**config.mk**
```make
export PLATFORM = sky130hd
export DESIGN_NAME = pokey_chan_pair_div
export DESIGN_NICKNAME = d
export VERILOG_FILES = /design/src/rtl/pokey_div_pkg.sv /design/src/rtl/pokey_div8.sv /design/src/rtl/pokey_chan_pair_div.sv
export SDC_FILE = /design/constraint.sdc
export NUM_CORES = 1
export LEC_CHECK = 0
export CAP_MARGIN = 20
export CORE_MARGIN = 8
export CORE_UTILIZATION = 63
export DETAILED_ROUTE_END_ITERATION = 10
export DONT_BUFFER_PORTS = 1
export PLACE_DENSITY = 0.79
export SLEW_MARGIN = 10
export SYNTH_ARGS = -nofsm -noshare
export SYNTH_HDL_FRONTEND = slang
export SYNTH_SLANG_ARGS = --single-unit
```
**constraint.sdc**
```tcl
create_clock -name clk -period 3.3 [get_ports clk]
set_clock_uncertainty 0.15 [all_clocks]
set_input_delay 0.495 -clock clk [delete_from_list [all_inputs] [get_ports clk]]
set_output_delay 0.495 -clock clk [all_outputs]
set_load 0.03 [all_outputs]
```
**src/rtl/pokey_div_pkg.sv**
```systemverilog
`default_nettype none
// +--------------------------------------------------------------------------+
// | pokey_div_pkg                                                            |
// | Shared sizing constants for the POKEY channel-pair audio divider.        |
// | Revision: 1.0                                                            |
// +--------------------------------------------------------------------------+
package pokey_div_pkg;

  localparam int CNT_W         = 8;
  localparam int FAST_DLY      = 3;
  localparam int JOIN_FAST_DLY = 6;

  // Hold counter must be wide enough for the longer of the two reload delays.
  function automatic int holdWidth(input int fastDly, input int joinDly);
    int maxDly;
    maxDly = (fastDly > joinDly) ? fastDly : joinDly;
    return (maxDly < 1) ? 1 : $clog2(maxDly + 1);
  endfunction

endpackage : pokey_div_pkg
`default_nettype wire

```
**src/rtl/pokey_div8.sv**
```systemverilog
`default_nettype none
// +--------------------------------------------------------------------------+
// | pokey_div8                                                               |
// | One channel down-counter: tick, reload, reload-hold, borrow, cascade.   |
// | Revision: 1.0                                                            |
// +--------------------------------------------------------------------------+
module pokey_div8 #(
  parameter int CNT_W  = 8,
  parameter int HOLD_W = 3
) (
  input  logic              clk,
  input  logic              R,
  input  logic              enn,
  input  logic              tick,
  input  logic              cascIn,
  input  logic              reloadOnZero,
  input  logic              fastReload,
  input  logic [HOLD_W-1:0] holdLen,
  input  logic              stimer,
  input  logic [CNT_W-1:0]  audf,
  output logic              borrow,
  output logic              zeroOut,
  output logic [CNT_W-1:0]  cnt
);

  logic [CNT_W-1:0]  r_cnt;
  logic [HOLD_W-1:0] r_hold;
  logic              r_borrow;

  logic w_holdIdle;
  logic w_step;
  logic w_cntZero;
  logic w_borrow;

  assign w_holdIdle = (r_hold == '0);
  assign w_cntZero  = (r_cnt == '0);
  // Channel is frozen while a reload hold is running.
  assign w_step     = tick & cascIn & w_holdIdle;
  assign w_borrow   = w_step & w_cntZero;

  always_ff @(negedge clk) begin
    if (R) begin
      r_cnt    <= '0;
      r_hold   <= '0;
      r_borrow <= 1'b0;
    end else if (enn) begin
      if (stimer) begin
        r_cnt    <= audf;
        r_hold   <= '0;
        r_borrow <= 1'b0;
      end else begin
        r_borrow <= w_borrow;
        if (!w_holdIdle) begin
          r_hold <= r_hold - 1'b1;
          if (r_hold == HOLD_W'(1)) begin
            r_cnt <= audf;
          end
        end else if (w_step) begin
          if (!w_cntZero || !reloadOnZero) begin
            // Non-zero count, or low byte of a joined pair wrapping through zero.
            r_cnt <= r_cnt - 1'b1;
          end else if (fastReload && (holdLen != '0)) begin
            r_hold <= holdLen;
          end else begin
            r_cnt <= audf;
          end
        end
      end
    end
  end

  assign cnt     = r_cnt;
  assign borrow  = r_borrow;
  assign zeroOut = w_cntZero & w_holdIdle;

endmodule : pokey_div8
`default_nettype wire

```
**src/rtl/pokey_chan_pair_div.sv**
```systemverilog
`default_nettype none
// +--------------------------------------------------------------------------+
// | pokey_chan_pair_div                                                      |
// | POKEY ch1/ch2 audio divider pair with fast clocking and 16-bit join.    |
// | Revision: 1.0                                                            |
// +--------------------------------------------------------------------------+
module pokey_chan_pair_div #(
  parameter int CNT_W         = pokey_div_pkg::CNT_W,
  parameter int FAST_DLY      = pokey_div_pkg::FAST_DLY,
  parameter int JOIN_FAST_DLY = pokey_div_pkg::JOIN_FAST_DLY
) (
  input  logic             clk,
  input  logic             R,
  input  logic             enn,
  input  logic             base_tick,
  input  logic [CNT_W-1:0] audf1,
  input  logic [CNT_W-1:0] audf2,
  input  logic             fast1,
  input  logic             join12,
  input  logic             stimer,
  output logic             out1,
  output logic             out2,
  output logic [CNT_W-1:0] cnt1,
  output logic [CNT_W-1:0] cnt2
);

  import pokey_div_pkg::holdWidth;

  localparam int HOLD_W = holdWidth(FAST_DLY, JOIN_FAST_DLY);

  localparam logic [HOLD_W-1:0] c_fastHold = HOLD_W'(FAST_DLY);
  localparam logic [HOLD_W-1:0] c_joinHold = HOLD_W'(JOIN_FAST_DLY);

  logic              w_tick1;
  logic              w_tick2;
  logic              w_zero1;
  logic              w_zero2;
  logic              w_casc2;
  logic              w_reload1;
  logic              w_fast2;
  logic [HOLD_W-1:0] w_hold1Len;

  assign w_tick1    = fast1 | base_tick;
  // Joined: ch2 is the high byte, stepping only when the low byte borrows.
  assign w_tick2    = join12 ? w_tick1 : base_tick;
  assign w_casc2    = join12 ? w_zero1 : 1'b1;
  // Joined: low byte reloads only when the whole 16-bit value is zero.
  assign w_reload1  = ~join12 | w_zero2;
  assign w_fast2    = join12 & fast1;
  assign w_hold1Len = join12 ? c_joinHold : c_fastHold;

  pokey_div8 #(
    .CNT_W  (CNT_W),
    .HOLD_W (HOLD_W)
  ) u_ch1 (
    .clk          (clk),
    .R            (R),
    .enn          (enn),
    .tick         (w_tick1),
    .cascIn       (1'b1),
    .reloadOnZero (w_reload1),
    .fastReload   (fast1),
    .holdLen      (w_hold1Len),
    .stimer       (stimer),
    .audf         (audf1),
    .borrow       (out1),
    .zeroOut      (w_zero1),
    .cnt          (cnt1)
  );

  pokey_div8 #(
    .CNT_W  (CNT_W),
    .HOLD_W (HOLD_W)
  ) u_ch2 (
    .clk          (clk),
    .R            (R),
    .enn          (enn),
    .tick         (w_tick2),
    .cascIn       (w_casc2),
    .reloadOnZero (1'b1),
    .fastReload   (w_fast2),
    .holdLen      (c_joinHold),
    .stimer       (stimer),
    .audf         (audf2),
    .borrow       (out2),
    .zeroOut      (w_zero2),
    .cnt          (cnt2)
  );

endmodule : pokey_chan_pair_div
`default_nettype wire

```
### Word-level counts from Yosys, hierarchy flattened

Index checks and enable logic that the tools add are counted.

| storage, ports and cells | value |
|---|---|
| input bits | 23 |
| logic and storage cells | 73 |
| output and inout port bits | 18 |
| bits in registers | 24 |

| cells by class | value |
|---|---|
| mux-type cells | 27 |
| reductions and logical operators | 15 |
| bitwise gates (word level) | 11 |
| $add $sub $neg | 4 |
| eq/ne operators | 10 |

Operators by type and width:

| cell | number |
|---|---|
| $mux 8 | 12 |
| $mux 3 | 11 |
| $logic_not 8->1 | 2 |
| $reduce_and 4->1 | 4 |
| $sub 8x1->8 const B | 2 |
| $ne 3x3->1 const B | 5 |
| $reduce_bool 3->1 | 3 |
| $and 1x1->1 | 8 |
| $ne 4x4->1 const B | 2 |
| $eq 3x1->1 const B | 2 |
| $logic_not 3->1 | 2 |
| $sub 3x1->3 const B | 2 |
| $mux 1 | 4 |
| $ne 3x2->1 const B | 1 |
| $logic_not 1->1 | 2 |
| $or 1x1->1 | 2 |
| $logic_and 1x1->1 | 1 |
| $logic_or 1x1->1 | 1 |
| $not 1->1 | 1 |

### Longest topological paths before layout

Gate-level depths: netlist (run 1).

| logic depth | value |
|---|---|
| depth after elaboration | 9 |
| mapped depth | 10 |
| mapped depth without buffers | 7 |

### Modules after synthesis

A second synthesis (run 1) with hierarchy kept.

| second synthesis, totals | value |
|---|---|
| cell total of the unflattened synthesis | 226 |
| area total of the unflattened synthesis | 1,835.5 µm² |

By module, submodules not included:

| module | seq. area each (µm²) | instances | cells an instance | area each (µm²) |
|---|---|---|---|---|
| pokey_div8 | 240.2 | 2 | 109 | 895.9 |
| pokey_chan_pair_div | 0.0 | 1 | 8 | 43.8 |

==> results of run 1 <==
-- state kept, by name (all words and copies together) (netlist names) --
| name | count |
|---|---|
| u_ch1.cnt | 8 |
| u_ch2.cnt | 8 |
| u_ch2.borrow | 1 |
| u_ch1.r_hold | 3 |
| u_ch2.r_hold | 3 |
| u_ch1.borrow | 1 |
-- power by group through the flow --
stage | clock [mW] | combinational [mW] | sequential (mW)
CTS | 0.265 | 0.597 | 0.452
global route | 0.294 | 0.659 | 0.462
floorplan | 0.0463 | 0.471 | 0.438
detailed placement | 0.0463 | 0.594 | 0.455
finish | 0.258 | 0.608 | 0.455
global placement | 0.0463 | 0.566 | 0.452
-- logic make-up after synthesis --
group           after synthesis  share of synthesized area [%]
compound gates               81                           34.3
fa+ha+maj                     9                           6.17
buf+inv                      29                           7.06
flops                        24                           26.3
mux                           6                           3.36
simple gates                 74                           22.8
-- cell usage in the layout, fill, tap and decap left out, types with 3 or more instances in the layout --
master	n
sky130_fd_sc_hd__nand2b_1	3
sky130_fd_sc_hd__nor3_1	6
sky130_fd_sc_hd__a21o_1	4
sky130_fd_sc_hd__or4_1	4
sky130_fd_sc_hd__a21oi_2	5
sky130_fd_sc_hd__mux2i_1	5
sky130_fd_sc_hd__nand2_1	10
sky130_fd_sc_hd__dfxtp_1	11
sky130_fd_sc_hd__or3_1	4
sky130_fd_sc_hd__a211oi_1	10
sky130_fd_sc_hd__a21oi_1	15
sky130_fd_sc_hd__o21ai_1	6
sky130_fd_sc_hd__o211ai_1	5
sky130_fd_sc_hd__a211oi_2	4
sky130_fd_sc_hd__nor2_1	19
sky130_fd_sc_hd__clkbuf_4	3
sky130_fd_sc_hd__o31ai_1	6
sky130_fd_sc_hd__buf_4	15
sky130_fd_sc_hd__dfxtp_2	13
sky130_fd_sc_hd__nor3b_1	7
sky130_fd_sc_hd__inv_1	37
sky130_fd_sc_hd__ha_1	9
-- layout make-up --
type | instances | area, um2
multi-input combinational | 170 | 1320
fill | 207 | 602
sequential | 24 | 497
timing repair buffer | 16 | 133
clock inverter | 25 | 95.1
inverter | 14 | 52.6
tap | 31 | 38.8
clock buffer | 3 | 22.5
-- timing repair --
item	4_1_cts	5_1_grt
setup endpoints to repair	7	6
hold buffers	0	0
gates resized for setup	7	6
pin swaps	0	0
-- final timing paths --
kind / from / endpoint / slack [ps] / cells after the start
setup / recovery: u_ch2.cnt[6]$_SDFFE_NP0P_ / cnt2[6] / 50 / 0
hold / removal: u_ch2.r_hold[1]$_SDFFE_NP0P_ / u_ch2.r_hold[1]$_SDFFE_NP0P_ / 310 / 2
setup reg to reg: u_ch2.cnt[0]$_SDFFE_NP0P_ / u_ch2.r_hold[1]$_SDFFE_NP0P_ / 440 / 7
hold reg to reg: u_ch2.r_hold[1]$_SDFFE_NP0P_ / u_ch2.r_hold[1]$_SDFFE_NP0P_ / 310 / 2
-- routing by layer --
| layer | GRT usage [%] | up-vias |
|---|---|---|
| met1 | 24.7 | 911 |
| met5 | 0 | - |
| li1 | - | 916 |
| met2 | 32.7 | 105 |
| met4 | 9.38 | 0 |
| met3 | 8.87 | 16 |
==> metrics.md, run 1 <==
| Metric | Value |
|---|---|
| Cell Count Post-Placement | `256` |
| Worst max-slew margin expressed relative to the limit | `49.9%` |
| Horizontal die dimension | `69.8 um` |
| Placer's final routability congestion estimate | `0.879` |
| Aggregate global-route resource usage | `21.1%` |
| Yosys warnings | `0` |
| Antenna violations before repair | `0` |
| Final global-route overflow total | `0` |
| Number of I/O pins | `41` |
| CTS tree | `yes` |
| First-pass GRT wire length | `8.90 mm` |
| Share of flip-flops with an asynchronous set or reset after synthesis | `0%` |
| Final Power | `1.32 mW` |
| Total number of H-tree levels | `1` |
| Largest net degree at the start of global routing | `24` |
| Arrival time reported for the critical path endpoint | `2600 ps` |
| Utilization of the core after routing | `78.2%` |
| Cell area after placement | `2030 um2` |
| Metal3 WL | `575 um` |
| Maximum net fanout on the critical path | `4` |
| Switch Pwr | `0.642 mW` |
| Unrepaired setup endpoints after global routing | `false` |
| Relative contribution of sequential cells to total power | `34.4%` |
| Flip-flop cell with the highest count after synthesis | `sky130_fd_sc_hd__dfxtp_1` |
| Cell type with the largest total area after synthesis | `sky130_fd_sc_hd__dfxtp_1` |
| Number of hold violations in the final report | `0` |
| Switching share of total power | `48.6%` |
| Syn Inst Count | `223` |
| Top cells by instance count after synthesis | `24 x sky130_fd_sc_hd__dfxtp_1, 20 x sky130_fd_sc_hd__nor2_1, 16 x sky130_fd_sc_hd__a21oi_1` |
| Final critical-path setup slack | `53.2 ps` |
| Synthesis-stage register bit count | `24` |
| First DRT Iteration DRCs | `209` |
| Via Count | `1,948` |
| Total nets after synthesis | `255` |
| Fin. max-slew vios | `0` |
| Die Footprint | `4880 um2` |
| Drt first pass iters | `5` |
| Avg Vias per Cell | `6.88` |
| Number of clock sinks seen by CTS | `24` |
| Number of design rule violations left after detail routing | `0` |
| Endpoint type of the worst setup path | `primary output` |
| Share of final-layout standard cells stronger than drive strength 1 | `24.2%` |
| Portion of total power attributed to combinational logic | `46.0%` |
| Number of antenna cells inserted | `0` |
| Synth top area cells | `sky130_fd_sc_hd__dfxtp_1 26%, sky130_fd_sc_hd__ha_1 6.2%, sky130_fd_sc_hd__a211oi_1 5.8%` |
| Run status | `complete, no violations` |
| # setup viols final | `0` |
| Total Nets Final | `285` |
| Avg WL per Cell | `19.0 um` |
| Area of the mapped netlist | `1830 um2` |
| Setup slack at placement | `-241 ps` |
| Sequential fraction of the synthesis area | `26.3%` |
| Internal cell power | `0.679 mW` |
| Setup_tns | `0 ps` |
| Standby leakage power | `0.874 nW` |
| Worst-skew pair later-pin latency | `410 ps` |
| Number of routed nets with antenna violations | `0` |
| Peak supply drop | `0.000511 V` |
| CTS Buf Count | `3` |
| Category of the most critical setup path | `flip-flop to primary output` |
| Number of global-route vias before repair | `1,906` |
| Worst path required time | `2650 ps` |
| Fin Hold WS | `310 ps` |
| DP Wirelength | `3.96 mm` |
| Cell at the root of the clock tree | `sky130_fd_sc_hd__clkbuf_4` |
| Total Wirelength | `5.37 mm` |
| Initial Util | `66.2%` |
| Floorplan core area | `2760 um2` |
| Power Density | `613 nW/um2` |
| Height of the chip | `69.8 um` |
| Part of the power in the clock network | `19.6%` |
| Top layer reached by signal wires | `met4` |
| Final design instance area without fill | `2160 um2` |
| Max cap viols | `0` |
| Element type at the critical path start | `flip-flop` |
| Area grow syn2layout | `18.1%` |
| Type of the most critical hold path | `flip-flop to flip-flop` |
| Count of buffers added by post-CTS timing repair for setup | `0` |
| Total routed wire length on the met1 layer | `2.22 mm` |
| Yosys cell types | `54` |
| Clock slew at the register clock pins of the worst setup and hold paths | `50 ps` |
| Synth Area per Inst | `8.19 um2` |
| Number of rows in the core area | `19` |
| Proportion of netlist area held by the largest area contributor | `26.3%` |
| Number of synthesized flops with an enable pin | `0` |
| Maximum clock insertion buffer count | `2` |
| Transition time of the tightest slew-check pin | `741 ps` |
| Post-route insts no fill | `283` |
| # port buffers | `0` |
| Most frequently used cell type in the post-synthesis netlist | `sky130_fd_sc_hd__dfxtp_1` |
| Amount of wire on met2 after detailed routing | `2.46 mm` |
Power figures use the tool's default switching activity.
==> inputs of run 2 (changes only) <==
--- a/config.mk
+++ b/config.mk
@@ -6,7 +6,7 @@
 export NUM_CORES = 1
 export LEC_CHECK = 0
 export CAP_MARGIN = 20
-export CORE_MARGIN = 8
+export CORE_MARGIN = 5
 export CORE_UTILIZATION = 63
 export DETAILED_ROUTE_END_ITERATION = 10
 export DONT_BUFFER_PORTS = 1
==> run 2 against run 1 <==
Routed wire length down 4.4%; die area is 16% lower; utilization up 0.68 points; power is 0.17% lower; worst setup slack better by 10 ps; final area is 0.87% higher; critical endpoint unchanged; largest cell class unchanged; highest routed layer unchanged.
==> metrics.md, run 2 (synthesis gave the netlist of run 1 again) <==
| Metric | Value |
|---|---|
| Horizontal die dimension | `63.8 um` |
| Number of clock sinks seen by CTS | `24` |
| Number of rows in the core area | `19` |
| Placer's final routability congestion estimate | `0.915` |
| First-pass GRT wire length | `8.77 mm` |
| Maximum net fanout on the critical path | `4` |
| Element type at the critical path start | `flip-flop` |
| Number of hold violations in the final report | `0` |
| Run status | `complete, no violations` |
| Number of design rule violations left after detail routing | `0` |
| Standby leakage power | `0.889 nW` |
| Height of the chip | `63.8 um` |
| Final critical-path setup slack | `63.6 ps` |
| Relative contribution of sequential cells to total power | `33.9%` |
| Switching share of total power | `48.1%` |
| Antenna violations before repair | `0` |
| Number of cells traversed by the worst hold path | `2` |
| Drt first pass iters | `4` |
| Die Footprint | `4070 um2` |
| First DRT Iteration DRCs | `173` |
| Worst-skew pair later-pin latency | `400 ps` |
| Post-route insts no fill | `285` |
| R2R depth | `6` |
| Setup slack at placement | `-300 ps` |
| Arrival time reported for the critical path endpoint | `2590 ps` |
| Category of the most critical setup path | `flip-flop to primary output` |
| Filler instances | `203` |
| Final design instance area without fill | `2170 um2` |
| Peak supply drop | `0.000398 V` |
| CTS Buf Count | `3` |
| # setup viols final | `0` |
| Count of buffers added by post-CTS timing repair for setup | `0` |
| Number of global-route vias before repair | `1,942` |
| Utilization of the core after routing | `78.9%` |
| Most common cell after layout, fill and taps aside | `sky130_fd_sc_hd__inv_1` |
| Worst hold path endpoint | `u_ch2.r_hold[1]$_SDFFE_NP0P_` |
| Total Wirelength | `5.13 mm` |
| Fin. max-slew vios | `0` |
| Register-to-register path setup slack | `370 ps` |
| Launch instance of the worst min-delay path | `u_ch2.r_hold[1]$_SDFFE_NP0P_` |
| CTS tree | `yes` |
| Avg WL per Cell | `18.0 um` |
| Clock slew at the register clock pins of the worst setup and hold paths | `50 ps` |
| Number of antenna cells inserted | `0` |
| Final global-route overflow total | `0` |
| Aggregate global-route resource usage | `25.4%` |
| Number of routed nets with antenna violations | `0` |
| Cell Count Post-Placement | `259` |
| Cell area after placement | `2050 um2` |
| Internal cell power | `0.685 mW` |
| Fin Hold WS | `315 ps` |
| Total Nets Final | `288` |
| Setup_tns | `0 ps` |
| Part of the power in the clock network | `18.9%` |
| Portion of total power attributed to combinational logic | `47.3%` |
| Total number of H-tree levels | `1` |
| Cell at the root of the clock tree | `sky130_fd_sc_hd__clkbuf_4` |
| End of the worst register-to-register path | `u_ch1.cnt[1]$_SDFFE_NP0P_` |
| Maximum clock insertion buffer count | `2` |
| Top library cells by usage in the layout, fill and taps aside | `37 x sky130_fd_sc_hd__inv_1, 19 x sky130_fd_sc_hd__nor2_1, 18 x sky130_fd_sc_hd__buf_4` |
| Hold-fix buffer count after cts | `0` |
| Area grow syn2layout | `19.1%` |
| Power Density | `606 nW/um2` |
| Endpoint type of the worst setup path | `primary output` |
| DP Wirelength | `3.76 mm` |
| Avg Vias per Cell | `6.70` |
| # port buffers | `0` |
| Worst max-slew margin expressed relative to the limit | `52.9%` |
| Worst path required time | `2650 ps` |
| Via Count | `1,910` |
| Largest net degree at the start of global routing | `24` |
| Type of the most critical hold path | `flip-flop to flip-flop` |
| Initial Util | `66.2%` |
| Floorplan core area | `2760 um2` |
| Share of final-layout standard cells stronger than drive strength 1 | `24.4%` |
| Unrepaired setup endpoints after global routing | `false` |
| Max cap viols | `0` |
| Final Power | `1.32 mW` |
| Startpoint of the worst register-to-register path | `u_ch2.cnt[2]$_SDFFE_NP0P_` |
| Transition time of the tightest slew-check pin | `696 ps` |
| Number of I/O pins | `41` |
| Switch Pwr | `0.634 mW` |
## run 2: cell count changes in the layout (fill, tap and decap cells not counted), sizes merged
| cell | delta |
|---|---|
| buf | +3 |
| clkinvlp | -1 |
## run 2: worst max-delay path by stage
stage	from	end	slack, ps	depth (start not counted)
final	u_ch2.cnt[6]$_SDFFE_NP0P_	cnt2[6]	60	0
after global routing	u_ch1.cnt[1]$_SDFFE_NP0P_	cnt1[1]	10	0
after CTS	u_ch2.cnt[5]$_SDFFE_NP0P_	cnt2[5]	10	0
after detailed placement	stimer	u_ch2.cnt[5]$_SDFFE_NP0P_	-300	5
after global placement	stimer	u_ch2.cnt[5]$_SDFFE_NP0P_	-220	5
after floorplan	stimer	u_ch1.cnt[5]$_SDFFE_NP0P_	-180	5
## run 2: power groups by stage
stage	logic, mW	clock network (mW)	registers, mW
3_3_place_gp	0.582	0.0463	0.445
3_5_place_dp	0.609	0.0463	0.447
4_1_cts	0.613	0.256	0.443
6_report	0.623	0.249	0.447
5_1_grt	0.681	0.309	0.453
2_1_floorplan	0.471	0.0463	0.438
## run 2: tightest hold or removal path, delay by kind of cell (launching register included)
family           cells  cell delay [ps]
flip-flops           1              310
AO/OA/AOI/OAI        1               60
AND/OR/NAND/NOR      1               50
## run 2: layout make-up
class                      count  area, um2  area share [%]
inverter                      14       52.6            2.42
clock buffer                   3       22.5            1.04
timing repair buffer          19        155            7.13
sequential                    24        494            22.7
multi-input combinational    170       1320            60.8
clock inverter                24       90.1            4.14
tap                           31       38.8            1.78
## run 2: what timing repair did
| action | in CTS | in global routing |
|---|---|---|
| gates resized for setup | 3 | 9 |
| cloned | 0 | 0 |
| endpoints found under the setup margin | 3 | 10 |
## run 2: per-layer routing
layer	vias to the layer above	track usage [%]	share of wire (%)
li1	923	-	-
met1	885	34.3	42
met2	92	36.8	46
met3	10	8.41	9.7
met4	0	10.9	1.9
met5	-	0	0
==> RTL change (settings of run 1) <==
The package constant `JOIN_FAST_DLY` goes from 6 to 8.
--- a/src/rtl/pokey_div_pkg.sv
+++ b/src/rtl/pokey_div_pkg.sv
@@ -9,5 +9,5 @@
   localparam int CNT_W         = 8;
   localparam int FAST_DLY      = 3;
-  localparam int JOIN_FAST_DLY = 6;
+  localparam int JOIN_FAST_DLY = 8;
 
   // Hold counter must be wide enough for the longer of the two reload delays.
Function: changed (a bounded check fails within 10 cycles, from zero or initial values).
==> RTL change against run 1 <==
  * Area after synthesis shrank 2.6%
  * Worst setup slack got worse by 9.3 ps
  * Sequential power is 8.8% higher
  * Critical endpoint is now cnt2[0]
  * Power is 1.3% lower
  * Cell area is 5.0% lower
  * Clock power about the same
  * Sequential cell count rose by 2
  * Routed wire length fell by 14%
==> RTL change: results (changes against run 1) <==
status=complete, no violations; layout cell share with drive strength beyond 1=19.2% (-5.0 points); CTS resizes=3 (-4); Post-synth EDFFs=0 (unchanged); First-pass DRT Iterations=4 (-1); Crit Path Max Fanout=5 (+1); area of the multi-input gates=1180 sq um (-11%); VDD IR max=0.515 mV (+0.67%); Seq/Total Area, Yosys=29.3% (+3.0 points); post-synthesis cell type count=46 (-15%); Commonest cells post-synth=a21oi_1 (36), nor2_1 (35), dfxtp_1 (26); drt wl/cell=15.2 um (-20%); initial drt markers=89 (-57%); Sequential Area=534 sq um (+7.6%); Synth Net Count=269 (+5.5%); gpl congestion=0.915 (+4.1%); Max transition margin=37.4% (-13 points); Multi-Input Combinational=185 (+8.8%); Seq cells=26 (+8.3%); vias per cell=6.15 (-11%); clock slew at reported path FFs=40 ps; pin count of the biggest net entering global routing=29 (+21%); GRT Total Usage=18.9% (-2.2 points); Final nets=305 (+7.0%); FILL cells=212 (+2.4%); Crit path arrival time=2610 ps (about the same); first-pass GRT wire length=8020 um (-9.9%); P_int=0.000692 W (+1.9%); Clock-cell share=5.87% (+0.41 points); Synth area leaders=dfxtp_1 (29%), a21oi_1 (10%), nor2_1 (7.4%); static leakage=0.890 nW (+1.8%); Non-clk invs=15 (+1); post-DP HPWL=3510 um (-11%); buffering overhead=5.87% (-0.28 points)
[RTL change: power groups by stage]
stage / Clock (W) / Sequential (W) / Combinational, W
floorplan: 0.0000500 / 0.000477 / 0.000448
global placement: 0.0000500 / 0.000494 / 0.000522
detailed placement: 0.0000500 / 0.000496 / 0.000549
CTS: 0.000270 / 0.000491 / 0.000551
global route: 0.000310 / 0.000503 / 0.000617
finish: 0.000257 / 0.000495 / 0.000552
[RTL change: per-layer routing]
layer	up-vias	share of wire (%)	track usage [%]	routed length (um)
li1	924	-	-	-
met1	871	40	20.4	1840
met2	59	51	32.5	2330
met3	4	8.3	6.44	380
met4	0	0.76	8.66	35
met5	-	0	0	0
[RTL change: worst paths after layout]
check	from	end	slack [ps]
max	u_ch2.cnt[0]	cnt2[0]	40
min	u_ch1.r_hold[1]	u_ch1.r_hold[1]	380
max reg2reg	u_ch1.cnt[1]	u_ch2.cnt[2]	380
min reg2reg	u_ch1.r_hold[1]	u_ch1.r_hold[1]	380
[RTL change: per-stage QoR]
step | cells | power [W] | util (%) | instance area [sq um] | setup WS (ps)
after global placement | 274 | 0.00107 | 70.7 | 1920 | -98.1
after detailed placement | 274 | 0.00109 | 70.7 | 1920 | -146
after floorplan | 237 | 0.000976 | - | 1850 | -322
after global routing | 302 | 0.00143 | 75.5 | 2050 | 4.31
final | 302 | 0.00130 | 75.5 | 2050 | 44.0
after CTS | 302 | 0.00131 | 75.2 | 2040 | 2.03
[RTL change: tightest hold or removal path: stages (launching register included)]
cell and delay [ps]:
dfxtp_1 320, mux2i_1 120, nor2_1 50
[RTL change: logic make-up after synthesis]
family	after synthesis	share of synthesized area, %
simple gates	93	27.2
compound gates	79	28.7
buf+inv	26	6.19
flops	26	29.3
fa+ha+maj	9	6.33
mux	4	2.32
